[src/rtl/unified_mem_sequencer_pkg.sv]
// Shared types for the unified memory sequencer: FSM states, reset NOP and
// the memory command bundle driven onto the single shared port.
package seq_pkg;

  typedef enum logic [2:0] {
    IDLE   = 3'd0,
    FETCH  = 3'd1,
    DECODE = 3'd2,
    DATA   = 3'd3,
    COMMIT = 3'd4,
    ERROR  = 3'd5
  } seq_state_e;

  localparam logic [31:0] NOP_INSTR = 32'h0000_0013;

  typedef struct packed {
    logic        req;
    logic        we;
    logic [31:0] addr;
    logic [31:0] wdata;
    logic [3:0]  strobe;
  } mem_cmd_t;

endpackage

[src/rtl/unified_mem_sequencer_mem_wait_timer.sv]
// Counts wait cycles of an outstanding memory request; flags the wait cycle
// that brings the count up to TIMEOUT.
module mem_wait_timer #(
  parameter int TIMEOUT = 255
) (
  input  logic clk,
  input  logic rst_n,
  input  logic clr,
  input  logic en,
  output logic expired
);

  localparam int CW = (TIMEOUT < 2) ? 1 : $clog2(TIMEOUT + 1);
  localparam logic [CW-1:0] LIMIT = CW'(TIMEOUT - 1);

  logic [CW-1:0] cnt;

  always_ff @(posedge clk or negedge rst_n) begin
    if (!rst_n)   cnt <= '0;
    else if (clr) cnt <= '0;
    else if (en)  cnt <= cnt + 1'b1;
  end

  // Fires during the TIMEOUT-th consecutive wait cycle so the FSM leaves on that edge.
  assign expired = en && (cnt == LIMIT);

endmodule

[src/rtl/unified_mem_sequencer.sv]
// Multi-cycle sequencer: fetch, settle, optional data access and commit pulse,
// sharing one variable-latency memory port between instruction and data sides.
module unified_mem_sequencer
  import seq_pkg::*;
#(
  parameter int          TIMEOUT     = 255,
  parameter logic [31:0] RESET_INSTR = 32'h0000_0013
) (
  input  logic        clk,
  input  logic        rst_n,
  input  logic        run,
  input  logic [31:0] InstrAddr,
  output logic [31:0] Instruction,
  input  logic [31:0] Addr,
  input  logic [31:0] WD,
  input  logic        WE,
  input  logic [3:0]  Strobe,
  input  logic        core_mem_re,
  output logic [31:0] RD,
  output logic        core_step,
  output logic        mem_req,
  output logic [31:0] mem_addr,
  output logic        mem_we,
  output logic [31:0] mem_wdata,
  output logic [3:0]  mem_strobe,
  input  logic [31:0] mem_rdata,
  input  logic        mem_ready,
  output logic        busy,
  output logic        err,
  output logic [31:0] retired
);

  seq_state_e state, state_nxt;
  mem_cmd_t   cmd;
  logic       tmo;

  // Request fields decode straight from state so an async reset drops them at once.
  always_comb begin
    cmd = '0;
    case (state)
      FETCH: begin
        cmd.req    = 1'b1;
        cmd.addr   = InstrAddr;
        cmd.strobe = 4'hF;
      end
      DATA: begin
        cmd.req  = 1'b1;
        cmd.addr = Addr;
        if (WE) begin
          cmd.we     = 1'b1;
          cmd.wdata  = WD;
          cmd.strobe = Strobe;
        end else begin
          cmd.strobe = 4'hF;
        end
      end
      default: cmd = '0;
    endcase
  end

  always_comb begin
    state_nxt = state;
    case (state)
      IDLE:    if (run) state_nxt = FETCH;
      FETCH:   if (mem_ready) state_nxt = DECODE;
               else if (tmo)  state_nxt = ERROR;
      DECODE:  state_nxt = (WE || core_mem_re) ? DATA : COMMIT;
      DATA:    if (mem_ready) state_nxt = COMMIT;
               else if (tmo)  state_nxt = ERROR;
      COMMIT:  state_nxt = run ? FETCH : IDLE;
      ERROR:   state_nxt = ERROR;
      default: state_nxt = IDLE;
    endcase
  end

  mem_wait_timer #(.TIMEOUT(TIMEOUT)) u_timer (
    .clk     (clk),
    .rst_n   (rst_n),
    .clr     (!cmd.req),
    .en      (cmd.req && !mem_ready),
    .expired (tmo)
  );

  always_ff @(posedge clk or negedge rst_n) begin
    if (!rst_n) begin
      state       <= IDLE;
      Instruction <= RESET_INSTR;
      RD          <= '0;
      retired     <= '0;
      err         <= 1'b0;
    end else begin
      state <= state_nxt;
      if (state == FETCH && mem_ready)
        Instruction <= mem_rdata;
      if (state == DATA && mem_ready && !WE && core_mem_re)
        RD <= mem_rdata;
      if (state == COMMIT)
        retired <= retired + 32'd1;
      if (tmo)
        err <= 1'b1;
    end
  end

  assign mem_req    = cmd.req;
  assign mem_addr   = cmd.addr;
  assign mem_we     = cmd.we;
  assign mem_wdata  = cmd.wdata;
  assign mem_strobe = cmd.strobe;
  assign core_step  = (state == COMMIT);
  assign busy       = (state != IDLE) && (state != ERROR);

endmodule

[config.mk]
export PLATFORM = sky130hd
export DESIGN_NAME = unified_mem_sequencer
export DESIGN_NICKNAME = d
export VERILOG_FILES = /design/src/rtl/unified_mem_sequencer_pkg.sv /design/src/rtl/unified_mem_sequencer_mem_wait_timer.sv /design/src/rtl/unified_mem_sequencer.sv
export SDC_FILE = /design/constraint.sdc
export NUM_CORES = 1
export LEC_CHECK = 0
export BUFFER_PORTS_ARGS = -buffer_cell sky130_fd_sc_hd__buf_2
export CORE_MARGIN = 4
export CORE_UTILIZATION = 28
export CTS_BUF_LIST = sky130_fd_sc_hd__clkbuf_16
export DETAILED_ROUTE_END_ITERATION = 8
export GPL_ROUTABILITY_DRIVEN = 0
export HOLD_SLACK_MARGIN = 0.06
export SYNTH_ARGS = -nofsm -noshare
export SYNTH_HDL_FRONTEND = slang
export SYNTH_SLANG_ARGS = --single-unit
[constraint.sdc]
create_clock -name clk -period 2.27 [get_ports clk]
set_input_delay 0.227 -clock clk [delete_from_list [all_inputs] [get_ports clk]]
set_output_delay 0.227 -clock clk [all_outputs]
set_load 0.02 [all_outputs]
# Word-level counts from Yosys, hierarchy flattened
# Index checks and enable logic that the tools add are counted.
[totals]
output_inout_bits = 169
reg_bits = 108
[classes]
n_eq_ne = 9
muxes = 17
n_addsub = 2
reduce_logical = 13
[ops]
columns = ["op", "count"]
rows = [
  ["$mux W32", 2],
  ["$pmux W32 S2", 1],
  ["$add A32 B1 Y32 const B", 1],
  ["$pmux W3 S6", 1],
  ["$mux W8", 2],
  ["$mux W3", 5],
  ["$add A8 B1 Y8 const B", 1],
  ["$eq A8 B8 Y1 const B", 1],
  ["$pmux W4 S2", 1],
  ["$logic_and A1 B1 Y1", 7],
  ["$eq A3 B2 Y1 const B", 2],
  ["$eq A3 B3 Y1 const B", 2],
  ["$mux W1", 4],
  ["$mux W4", 1],
  ["$eq A3 B1 Y1 const B", 1],
  ["$logic_not A3 Y1", 1],
  ["$ne A3 B3 Y1 const B", 1],
  ["$reduce_bool A3 Y1", 1],
  ["$logic_not A1 Y1", 2],
  ["$ne A2 B1 Y1 const B", 1],
  ["$ne A2 B2 Y1 const B", 1],
  ["$reduce_or A2 Y1", 1],
  ["$logic_or A1 B1 Y1", 1],
]

# Logic depth before layout (Yosys ltp)
[depth]
depth_word = 8
depth_mapped = 6
mapped_depth_nobuf = 6

# Hierarchy
# Synthesis repeated with hierarchy kept, for this count alone.
[hier_totals]
cells_unflattened = 450
area_unflattened_um2 = 5225.0
[by_module_without_submodules]
columns = ["mod", "seq_area_each_um2", "instances", "area_per_inst_um2", "cells_each"]
rows = [
  ["unified_mem_sequencer", 2506.2, 1, 4813.4, 409],
  ["mem_wait_timer", 200.2, 1, 411.6, 41],
]

# Worst setup path after synthesis
# No wires, ideal clock.
[synth_path]
kind = "reg2out"
startpoint = "reg state[2]"
endpoint = "out mem_wdata[22]"
path_slack_ps = 451
n_path_buf = 2
stages_incl_launch_ff = 6
required_ps = 2043
arrival_ps = 1592
cell_sequence = "dfrtp_1 > nand2b_2 > buf_6 > nor2_1 > clkbuf_1 > and2_1"
[synth_between]
elab_chain_len = 2
[synth_lines]
columns = ["item", "line_no", "source"]
rows = [
  ["from (decl)", "unified_mem_sequencer.sv:33", "seq_state_e state, state_nxt;"],
  ["from (signal assigned)", "unified_mem_sequencer.sv:92", "state <= state_nxt;"],
  ["$eq A3 B2 Y1", "unified_mem_sequencer.sv:40", "case (state)"],
  ["$mux W32", "unified_mem_sequencer.sv:40", ""],
  ["to (decl)", "unified_mem_sequencer.sv:24", "output logic [31:0] mem_wdata,"],
]
# Every way passes these cells.

# Final worst setup path
[layout_path]
startpoint = "reg state[2]"
endpoint = "out mem_wdata[4]"
# The elaborated chain is that of the path after synthesis.

==> results_dict.tcl <==
set metrics [dict create \
    outcome "finished, final reports clean" \
    period_share_pct 92.2 \
    drt-vias-per-instance 4.58 \
    dp_hpwl_um 14300 \
    ant_nets 0 \
    p_int_uw 5070 \
    tns_ps 0 \
    synth_edf_count 0 \
    worst_pin_slew_ps 553 \
    hp-start "mem_rdata[17]" \
    synth_top_flop_cell "dfrtp_1" \
    dieArea_um2 21000 \
    yosysUniqueCellTypes 41 \
    detail_route.first_pass.iterations 4 \
    rows 49 \
    start_util_pct 28.9 \
    route.detailed.drc 0 \
    synth_area_um2 5260 \
    post_drt_wl_per_cell_um 17.4 \
    cts.sinks 108 \
    vias 4593 \
    numCtsBuffers 9 \
    p_sw_uw 3840 \
    grt_max_degree 48 \
    post_cts_buffers 0 \
    path_class "flop to primary output" \
    hold_end "RD[17]$_DFFE_PN0P_" \
    syn_avg_cell_area_um2 11.4 \
    fp.dieH_um 145 \
    cp_max_fo 33 \
    reg2reg_slack_ps 420 \
    hold_class "input pin to flop" \
    core_area_um2 18200 \
    cts_tree "built" \
    fin_crit_ps 2090 \
    required_ps 2040 \
    whs_path_depth 2 \
    switching_share_pct 43.1 \
    htreeDepth 3 \
    cellPowerDensity_nw_per_um2 1210 \
    p_seq_share_pct 33.1 \
    layout.nets 909 \
    setup_viol 0 \
    drt_iter0_drc 145 \
    grt-ovfl-total 0 \
    die-width_um 145 \
    crit-reg2reg-launch "state[2]$_DFFE_PN0P_" \
    skew_ps 14.4 \
    synthCells 461 \
    slew_violations 0 \
    p_comb_share_pct 50.4 \
    hold_viol 0 \
    rsz0062_at_grt "no" \
    startpoint_type "flop" \
    routed_wl_um 17400 \
    ys_ff_latch 108 \
    ios 307 \
    clock_path_buffers 2 \
    p_leak_uw 0.00394 \
    ff2ff_path_depth 6 \
    antenna_found_initial 2 \
    vdd_drop_max_mv 0.354 \
    reg2reg_to "RD[3]$_DFFE_PN0P_" \
    track_usage_pct 16.2 \
    slew_headroom_pct 63.1 \
    grt_pass1_wl_um 26800 \
    ys_top_cells_by_count "dfrtp_1 (105), mux2_2 (63), nor2_1 (57)" \
    yosys_warnings 0 \
    synth_most_common_cell "dfrtp_1" \
    arrival_ps 1860 \
    cts_root_buf "clkbuf_16" \
    power_frac_clock_pct 16.5 \
    layout-drive-gt1-share_pct 52.9 \
    numPortBuffers 306 \
    cap_violations 0 \
    synth_fp_nets 602 \
    netlist.top_cell.by_area "dfrtp_1" \
    ys_seq_area_share_pct 51.5 \
    synth.area.top_cells "dfrtp_1 (50%), mux2_2 (13%), mux2i_1 (6.1%)" \
    clk-insertion-delay-late_ps 350 \
    clk_pin_slew_ps 70 \
    synth_top_area_share_pct 50.0 \
    crit_path_end_kind "primary output" \
    holdWs_ps 112 \
    fillers 1826 \
    grt_pass1_vias 4688 \
    max_freq_ghz 0.478 \
    async_flop_share_pct 100 \
    syn2layout_area_growth_pct 40.1 \
]
-- registers in the layout, indices dropped and copies added, names as in the netlist --
register	cells
Instruction	32
RD	32
retired	32
u_timer.cnt	8
state	3
err	1
-- stage by stage --
stage / utilization [%] / instance area, um2 / total power [uW] / cells / setup slack [ps]
2_1_floorplan: - / 5260 / 5850 / 461 / 451
3_3_place_gp: 38.9 / 7080 / 7500 / 985 / 447
3_5_place_dp: 38.9 / 7080 / 7560 / 985 / 427
4_1_cts: 40.4 / 7360 / 9060 / 1002 / 89.0
5_1_grt: 40.5 / 7370 / 9440 / 1003 / 41.4
6_report: 40.5 / 7370 / 8910 / 1003 / 178
-- cells in the final DEF (no fill, tap or decap), types with 9 or more instances in the layout --
| cell | Yosys | layout |
|---|---|---|
| nor2_1 | 57 | 57 |
| nor3_1 | 10 | 10 |
| xnor2_1 | 14 | 14 |
| and2_1 | 34 | 34 |
| xor2_1 | 22 | 22 |
| clkbuf_16 | 0 | 9 |
| dfrtp_1 | 105 | 104 |
| buf_4 | 1 | 9 |
| buf_2 | 7 | 305 |
| mux2i_1 | 32 | 32 |
| nand2_1 | 20 | 20 |
| inv_1 | 10 | 10 |
| mux2_2 | 63 | 63 |
| nand3_1 | 10 | 10 |
-- cells by family (layout without fill, tap and decap cells) --
logic type | Yosys count | in the layout | share of synthesized area [%]
buffers and inverters | 34 | 346 | 3.38
AND/OR/NAND/NOR | 172 | 172 | 17.3
adder cells (fa/ha/maj) | 3 | 3 | 0.714
other | 0 | 1 | 0
flip-flops | 108 | 108 | 51.5
AO/OA/AOI/OAI | 11 | 11 | 1.17
XOR/XNOR | 36 | 36 | 5.99
multiplexers | 97 | 97 | 20.0
-- layer usage --
metal | part of all wire (%) | track usage [%] | vias up | wire (um)
met3 | 7.8 | 4.71 | 30 | 1350
met4 | 4.9 | 9.21 | 2 | 861
met5 | 0.069 | 0 | - | 12
met2 | 50 | 28.2 | 220 | 8640
met1 | 38 | 17.6 | 2152 | 6550
li1 | - | - | 2189 | -
-- critical path, stage by stage, from the launching register on --
cell,delay [ps]
dfrtp_1,430
nand2b_2,270
nor2_1,210
buf_6,230
and2_1,190
buf_2,180
-- power groups by stage --
stage               registers [uW]  logic, uW  clock network, uW
floorplan                     3730       2110                  0
global placement              2990       4520                  0
detailed placement            3000       4560                  0
CTS                           2960       4560               1540
global route                  3060       4780               1600
finish                        2950       4490               1470
-- area by class of cell --
class | instances | area [um2] | share of cell area (%)
well taps | 229 | 287 | 3.89
inverters | 11 | 41.3 | 0.560
clock buffers | 9 | 225 | 3.06
clock inverters | 7 | 51.3 | 0.696
flip-flops and latches | 108 | 2710 | 36.7
diodes | 1 | 2.50 | 0.0340
multi-input cells | 319 | 2380 | 32.3
repair buffers | 319 | 1680 | 22.7
-- how the worst max path moves through the flow --
stage	startpoint	end	slack, ps
floorplan	state[2]$_DFFE_PN0P_	mem_wdata[22]	450
global placement	state[0]$_DFFE_PN0P_	retired[28]$_DFFE_PN0P_	450
detailed placement	state[2]$_DFFE_PN0P_	RD[14]$_DFFE_PN0P_	430
CTS	state[2]$_DFFE_PN0P_	mem_wdata[2]	90
global route	state[2]$_DFFE_PN0P_	mem_wdata[2]	40
finish	state[2]$_DFFE_PN0P_	mem_wdata[4]	180
-- repair_timing --
action | CTS | global route
hold buffers | 1 | 0
gates resized for setup | 0 | 1
endpoints found under the hold margin | 36 | 0
setup endpoints to repair | 0 | 1
(Power assumes the default switching activity.)
